--- src/rtl/forward_stall_unit.sv ---
// forward_stall_unit: EX-stage operand forwarding from MEM/WB and load-use stall control.
// Optional build macro HAZARD_STATS_EN adds saturating forward/stall event counters.
module forward_stall_unit #(
    parameter int NBits      = 32,
    parameter int RAddr      = 5,
    parameter int LOAD_STALL = 1
) (
    input  logic             clk,
    input  logic             reset,
    input  logic             Id_Valid_i,
    input  logic [RAddr-1:0] Id_Rs1_i,
    input  logic [RAddr-1:0] Id_Rs2_i,
    input  logic [RAddr-1:0] Id_Rd_i,
    input  logic             Id_RegWrite_i,
    input  logic             Id_MemRead_i,
    input  logic             Flush_i,
    input  logic [NBits-1:0] Rs1_Data_i,
    input  logic [NBits-1:0] Rs2_Data_i,
    input  logic [NBits-1:0] Mem_Result_i,
    input  logic [NBits-1:0] Wb_Result_i,
    output logic [NBits-1:0] Op1_o,
    output logic [NBits-1:0] Op2_o,
    output logic [1:0]       Fwd1_Sel_o,
    output logic [1:0]       Fwd2_Sel_o,
    output logic             Stall_o
`ifdef HAZARD_STATS_EN
    ,
    output logic [15:0]      Fwd_Count_o,
    output logic [15:0]      Stall_Count_o
`endif
);

    localparam logic [1:0] SEL_RF   = 2'b00;
    localparam logic [1:0] SEL_WB   = 2'b01;
    localparam logic [1:0] SEL_MEM  = 2'b10;
    localparam logic [1:0] CNT_INIT = 2'(LOAD_STALL - 1);

    typedef struct packed {
        logic             valid;
        logic [RAddr-1:0] rd;
        logic             regwrite;
        logic             memread;
    } slot_t;

    // state  | meaning
    // IDLE   | no stall in progress; load-use hazards are evaluated here
    // STALL  | holding IF/ID for the remaining load-use cycles
    typedef enum logic {
        S_IDLE,
        S_STALL
    } state_t;

    slot_t            ex_slot;
    slot_t            mem_slot;
    slot_t            wb_slot;
    logic [RAddr-1:0] ex_rs1;
    logic [RAddr-1:0] ex_rs2;
    state_t           state;
    logic [1:0]       stall_cnt;
    logic             hazard;
    logic             ex_load;
    logic             wb_memread_unused;

    function automatic logic slot_match(input slot_t s, input logic [RAddr-1:0] r);
        return s.valid && s.regwrite && (s.rd != '0) && (s.rd == r);
    endfunction

    function automatic logic [1:0] fwd_select(input logic [RAddr-1:0] r);
        logic [1:0] sel;
        sel = SEL_RF;
        if (ex_slot.valid) begin
            if (slot_match(mem_slot, r)) begin
                sel = SEL_MEM;
            end else if (slot_match(wb_slot, r)) begin
                sel = SEL_WB;
            end
        end
        return sel;
    endfunction

    // WB memread is tracked for slot symmetry but nothing downstream consumes it.
    assign wb_memread_unused = wb_slot.memread;

    assign hazard = Id_Valid_i && ex_slot.valid && ex_slot.memread &&
                    (ex_slot.rd != '0) &&
                    ((ex_slot.rd == Id_Rs1_i) || (ex_slot.rd == Id_Rs2_i));

    assign Stall_o = !Flush_i && ((state == S_STALL) || hazard);
    assign ex_load = Id_Valid_i && !Stall_o && !Flush_i;

    always_comb begin
        Fwd1_Sel_o = fwd_select(ex_rs1);
        Fwd2_Sel_o = fwd_select(ex_rs2);
    end

    always_comb begin
        Op1_o = Rs1_Data_i;
        case (Fwd1_Sel_o)
            SEL_MEM: Op1_o = Mem_Result_i;
            SEL_WB:  Op1_o = Wb_Result_i;
            default: Op1_o = Rs1_Data_i;
        endcase
    end

    always_comb begin
        Op2_o = Rs2_Data_i;
        case (Fwd2_Sel_o)
            SEL_MEM: Op2_o = Mem_Result_i;
            SEL_WB:  Op2_o = Wb_Result_i;
            default: Op2_o = Rs2_Data_i;
        endcase
    end

    always_ff @(posedge clk or negedge reset) begin
        if (!reset) begin
            ex_slot  <= '0;
            mem_slot <= '0;
            wb_slot  <= '0;
            ex_rs1   <= '0;
            ex_rs2   <= '0;
        end else begin
            wb_slot  <= mem_slot;
            mem_slot <= ex_slot;
            if (ex_load) begin
                ex_slot.valid    <= 1'b1;
                ex_slot.rd       <= Id_Rd_i;
                ex_slot.regwrite <= Id_RegWrite_i;
                ex_slot.memread  <= Id_MemRead_i;
                ex_rs1           <= Id_Rs1_i;
                ex_rs2           <= Id_Rs2_i;
            end else begin
                ex_slot <= '0;
                ex_rs1  <= '0;
                ex_rs2  <= '0;
            end
        end
    end

    // The counter holds the stall cycles still owed after the current one.
    always_ff @(posedge clk or negedge reset) begin
        if (!reset) begin
            state     <= S_IDLE;
            stall_cnt <= 2'd0;
        end else if (Flush_i) begin
            state     <= S_IDLE;
            stall_cnt <= 2'd0;
        end else begin
            case (state)
                S_IDLE: begin
                    if (hazard) begin
                        stall_cnt <= CNT_INIT;
                        if (LOAD_STALL > 1) begin
                            state <= S_STALL;
                        end
                    end
                end
                S_STALL: begin
                    stall_cnt <= stall_cnt - 2'd1;
                    if (stall_cnt <= 2'd1) begin
                        state <= S_IDLE;
                    end
                end
                default: begin
                    state     <= S_IDLE;
                    stall_cnt <= 2'd0;
                end
            endcase
        end
    end

`ifdef HAZARD_STATS_EN
    logic [15:0] fwd_count;
    logic [15:0] stall_count;

    always_ff @(posedge clk or negedge reset) begin
        if (!reset) begin
            fwd_count   <= 16'd0;
            stall_count <= 16'd0;
        end else begin
            if (((Fwd1_Sel_o != SEL_RF) || (Fwd2_Sel_o != SEL_RF)) && (fwd_count != 16'hFFFF)) begin
                fwd_count <= fwd_count + 16'd1;
            end
            if (Stall_o && (stall_count != 16'hFFFF)) begin
                stall_count <= stall_count + 16'd1;
            end
        end
    end

    assign Fwd_Count_o   = fwd_count;
    assign Stall_Count_o = stall_count;
`endif

endmodule

--- config.mk ---
export PLATFORM = sky130hd
export DESIGN_NAME = forward_stall_unit
export DESIGN_NICKNAME = d
export VERILOG_FILES = /design/src/rtl/forward_stall_unit.sv
export SDC_FILE = /design/constraint.sdc
export NUM_CORES = 1
export LEC_CHECK = 0
export ABC_CLOCK_PERIOD_IN_PS = 5300
export CORE_ASPECT_RATIO = 0.5
export CORE_MARGIN = 2
export CORE_UTILIZATION = 35
export CTS_CLUSTER_SIZE = 16
export DETAILED_ROUTE_END_ITERATION = 7
export HOLD_SLACK_MARGIN = 0.08
export PLACE_DENSITY = 0.84
export SYNTH_ARGS = -nofsm -noshare
export SYNTH_HDL_FRONTEND = slang
export SYNTH_SLANG_ARGS = --single-unit
--- constraint.sdc ---
create_clock -name clk -period 5.3 [get_ports clk]
set_clock_uncertainty 0.1 [all_clocks]
set_input_delay 1.06 -clock clk [delete_from_list [all_inputs] [get_ports clk]]
set_output_delay 1.06 -clock clk [all_outputs]
set_load 0.01 [all_outputs]
## After elaboration in Yosys (flattened, before gate mapping)

Cells that the tools add are included.

| storage, ports and cells | value |
|---|---|
| register bits | 35 |
| bits of input ports | 149 |
| output and inout port bits | 69 |

| cells by class | value |
|---|---|
| $add $sub $neg | 1 |
| magnitude comparators | 1 |
| equality and inequality tests | 11 |
| multiplexer cells | 17 |
| bitwise gates (word level) | 1 |
| reduce and logical (&&, ||, !) cells | 22 |

Operator list:

| cell | number |
|---|---|
| $pmux 32 s2 | 2 |
| $eq 5x5->1 | 6 |
| $logic_and 1x1->1 | 15 |
| $reduce_bool 5->1 | 3 |
| $mux 2 | 6 |
| $mux 5 | 2 |
| $mux 8 | 1 |
| $mux 1 | 5 |
| $eq 2x1->1 const B | 2 |
| $eq 2x2->1 const B | 2 |
| $pmux 2 s2 | 1 |
| $ne 3x3->1 const B | 1 |
| $le 2x1->1 const B | 1 |
| $logic_not 1->1 | 2 |
| $logic_or 1x1->1 | 2 |
| $sub 2x1->2 const B | 1 |
| $not 1->1 | 1 |

## Longest topological paths before layout

| logic depth | value |
|---|---|
| word-level depth | 10 |
| gate-level depth with buffers | 9 |
| mapped depth without buffers | 7 |

## Worst setup path before layout

OpenSTA, ideal clock, no wires.

| path | value |
|---|---|
| path type | reg-to-output |
| start | register mem_slot[3] (netlist bit) |
| end | output port Op2_o[2] |
| arrival | 2736 ps |
| required time | 4140 ps |
| setup slack | 1404 ps |
| stages on the path, launching flop included | 9 |
| path through | dfrtp_1 -> or4_1 -> o211ai_2 -> nor4_2 -> nor4_1 -> ha_1 -> clkbuf_1 -> a22oi_1 -> o21ai_0 |

| on the way | value |
|---|---|
| longest elaborated chain between the ends | 7 |
| elaborated cells on any way between the ends | 9 |
| those cells by class | eq/ne (3); mux (3); reduce/logical (3) |

Ends and longest elaborated chain:

| what | line | source |
|---|---|---|
| from (decl) | 54 | `slot_t mem_slot;` |
| from (signal assigned) | 123 | `mem_slot <= ex_slot;` |
| $reduce_bool 5->1 | 65 | `return s.valid && s.regwrite && (s.rd != '0) && (s.rd == r);` |
| $logic_and 1x1->1 | 65 |  |
| $logic_and 1x1->1 (*) | 65 |  |
| $mux 2 (*) | 72 | `if (slot_match(mem_slot, r)) begin` |
| $mux 2 (*) | 71 | `if (ex_slot.valid) begin` |
| named net Fwd2_Sel_o[0] | 24 | `output logic [1:0] Fwd2_Sel_o,` |
| $eq 2x1->1 or $eq 2x2->1 (tied branches) | 107 | `case (Fwd2_Sel_o)` |
| $pmux 32 s2 (*) | 107 |  |
| to (decl) | 22 | `output logic [NBits-1:0] Op2_o,` |

Mark *: on every way through the listed nets, which the timed path passes. The rest lies on a longest branch.

## Worst setup path in the final report

| path | value |
|---|---|
| start | register mem_slot[3] (netlist bit) |
| end | output port Op2_o[15] |

| on the way | value |
|---|---|
| longest elaborated chain between the ends | 7 |
| elaborated cells on any way between the ends | 9 |
| those cells by class | eq/ne (3); mux (3); reduce/logical (3) |

Ends and longest elaborated chain:

| what | line |
|---|---|
| $reduce_bool 5->1 | 65 |
| $logic_and 1x1->1 | 65 |
| $logic_and 1x1->1 (*) | 65 |
| $mux 2 (*) | 72 |
| $mux 2 (*) | 71 |
| $eq 2x1->1 or $eq 2x2->1 (tied branches) | 107 |
| $pmux 32 s2 (*) | 107 |

Mark *: on every way between the ends. The rest lies on a longest branch, timed or not.

==> results_dict.tcl <==
set metrics [dict create \
    outcome "complete, no violations" \
    hold_viol_final 0 \
    die_w_um 130 \
    cts_setup_buffers 0 \
    n_antenna_cell 0 \
    yosysTopAreaCellShare_pct 31.3 \
    fin_nets 728 \
    area_growth_pct 86.2 \
    final_util_pct 69.1 \
    ant_nets 0 \
    yosysWarnings 0 \
    final_area_um2 5210 \
    synth_cell_types 26 \
    syn_nets 528 \
    ctsHoldBuffers 0 \
    grt_use_total_pct 24.5 \
    pwr-share-comb_pct 30.4 \
    fmax_ghz 0.205 \
    clk_latency_ns 0.28 \
    core_um2 7540 \
    dpl_cell_area_um2 5050 \
    critPathMaxFanout 26 \
    rsz0062_at_grt "no" \
    cp_cell_sequence "or4_1, o211ai_2, nor4_2, or4_1, ha_1, buf_4, a22oi_1, o21ai_0, clkdlybuf4s50_1" \
    cp_slowest_cell "or4_1" \
    critical_path_class "reg2out" \
    row_count 22 \
    cp.required_ns 4.14 \
    vdd_ir_drop_max_mv 0.266 \
    swShare_pct 23.3 \
    htreeDepth 2 \
    p_leak_nw 2.04 \
    cts_tree "built" \
    synth_seq_cells 35 \
    num_vias 3540 \
    synthTopCellsByArea "dfrtp_1, a22oi_1, o21ai_0, nand2_1, xnor2_1" \
    hpwl_um 8520 \
    p_per_area_nw_per_um2 162 \
    p_seq_share_pct 34.3 \
    ios 218 \
    cts.sinks 35 \
    cts-root-buf "clkbuf_16" \
    cp.arrival_ns 3.71 \
    cap_viol_max_count 0 \
    dp.cells 675 \
    syn_area_um2 2800 \
    grt_pass1_wl_um 16700 \
    setup_viol 0 \
    antenna_found_initial 0 \
    first_pass_iters 5 \
    numCtsBuffers 5 \
    grt_max_degree 65 \
    drc 0 \
    post_cts_resized 0 \
    ys_seq_area_share_pct 31.3 \
    slew_headroom_pct 25.7 \
    via_per_inst 5.18 \
    holdWs_ns 0.246 \
    drt_first_iter_violations 220 \
    cp-end-kind "output port" \
    syn_inst 374 \
    drive_above_1_share_pct 3.83 \
    grt_remaining_overflow 0 \
    dieArea_um2 8770 \
    synth_top_cell_by_area "dfrtp_1" \
    p_clk_share_pct 35.2 \
    avgSynthCellArea_um2 7.48 \
    tightest_slew_ns 1.11 \
    worst_setup_path_start_kind "flip-flop" \
    setup-tns-final_ns 0 \
    cp_slowest_stage_delay_ns 0.55 \
    gp_congestion 0.873 \
    grt_pass1_vias 3323 \
    fill_cells 647 \
    layoutNonFillerInstCount 683 \
    drv_slew 0 \
    cp_common_cell "or4_1" \
    switchingPower_mw 0.196 \
    period_share_pct 92.0 \
    internal-power_mw 0.646 \
    cts_buffer_depth 2 \
    hold_class "reg2reg" \
    wl_per_cell_um 16.2 \
    period_minus_slack_ns 4.87 \
    clk_pin_slew_ns 0.05 \
    start_util_pct 37.1 \
    wl_um 11100 \
    io_buffers 217 \
    dieHeight_um 67.2 \
]
[per-layer routing]
layer	share of wire (%)	global-route usage (%)	up-vias
li1	-	-	1762
met1	39	28.5	1617
met2	52	47.1	140
met3	6.8	4.12	21
met4	1.7	7.58	0
met5	0	0	-
[cells in the mapped netlist]
library cell and number:
ha_1 5, o21a_1 1, a31o_2 1, clkbuf_1 33, a22oi_1 64, nand2_1 72, xnor2_1 24, xor2_1 7
nor4_2 1, or3_1 1, nor3_1 4, and2_1 1, o2111ai_1 1, a211oi_1 2, nand3_1 25, a21oi_1 19
or4_1 3, nor2b_1 1, o211ai_2 1, o21ai_0 65, dfrtp_1 35, inv_1 2, and2_2 1, nor2_1 2
o22ai_1 1, nor4_1 2
[per-stage QoR]
| stage | setup WS, ns | power [mW] |
|---|---|---|
| 2_1_floorplan | 1.40 | 0.362 |
| 3_3_place_gp | 0.773 | 0.546 |
| 3_5_place_dp | 0.745 | 0.549 |
| 4_1_cts | 0.425 | 0.853 |
| 5_1_grt | 0.171 | 0.883 |
| 6_report | 0.426 | 0.842 |
[layout make-up]
type,instances,area (µm²),area share [%]
Timing Repair Buffer,226,2240,43.0
Multi-Input combinational cell,304,1800,34.5
Sequential cell,35,876,16.8
Clock buffer,8,156,3.00
Tap cell,108,135,2.59
Inverter,2,7.51,0.144
[logic make-up after synthesis]
kind of cell / after synthesis / share of synthesized area (%)
simple gates: 113 / 17.8
xor+xnor: 31 / 9.70
fa+ha+maj: 5 / 2.24
buf+inv: 35 / 4.70
flops: 35 / 31.3
compound gates: 155 / 34.3
[cell usage in the layout, fill, tap and decap left out, types with 2 or more instances in the layout]
master | synthesis | routed
o21ai_0 | 65 | 65
xnor2_1 | 24 | 24
a21oi_1 | 19 | 19
nor2_1 | 2 | 2
a22oi_1 | 64 | 64
buf_4 | 0 | 9
dfrtp_1 | 35 | 35
nand3_1 | 25 | 25
clkbuf_8 | 0 | 2
clkbuf_16 | 0 | 5
ha_2 | 0 | 2
nor4_1 | 2 | 2
or4_1 | 3 | 3
nor3_1 | 4 | 4
clkdlybuf4s50_1 | 0 | 217
xor2_1 | 7 | 7
ha_1 | 5 | 3
a211oi_1 | 2 | 2
nand2_1 | 72 | 72
inv_1 | 2 | 2
[power by group through the flow]
stage	sequential, mW	clock [mW]	combinational [mW]
final	0.289	0.297	0.256
after global routing	0.290	0.316	0.277
after CTS	0.289	0.306	0.257
after detailed placement	0.294	0	0.255
after global placement	0.293	0	0.253
after floorplan	0.291	0	0.0710
[final timing paths]
kind | startpoint | to | slack, ns | cells past startpoint
worst max-delay path | mem_slot[3] | Op2_o[15] | 0.43 | 9
worst min-delay path | ex_slot[1] | mem_slot[1] | 0.25 | 0
worst max register to register | state | stall_cnt[1] | 3.40 | 4
worst min register to register | ex_slot[1] | mem_slot[1] | 0.25 | 0
max in group asynchronous | reset | ex_slot[4] | 3.72 | 2
min in group asynchronous | reset | mem_slot[1] | 1.09 | 2
[flip-flops by register name (all words and copies together) (netlist names)]
name       flops
ex_slot        8
mem_slot       7
wb_slot        7
ex_rs1         5
ex_rs2         5
stall_cnt      2
state          1
[worst max-delay path: cells and delay by family (launching register included)]
kind	cells	cell delay [ns]
DFF	1	0.43
buffers and inverters	2	0.84
and+or+nand+nor	3	1.14
adders and majority gates	1	0.55
AOI/OAI and AO/OA	3	0.45
No activity file was read; power rests on OpenSTA's default activity.
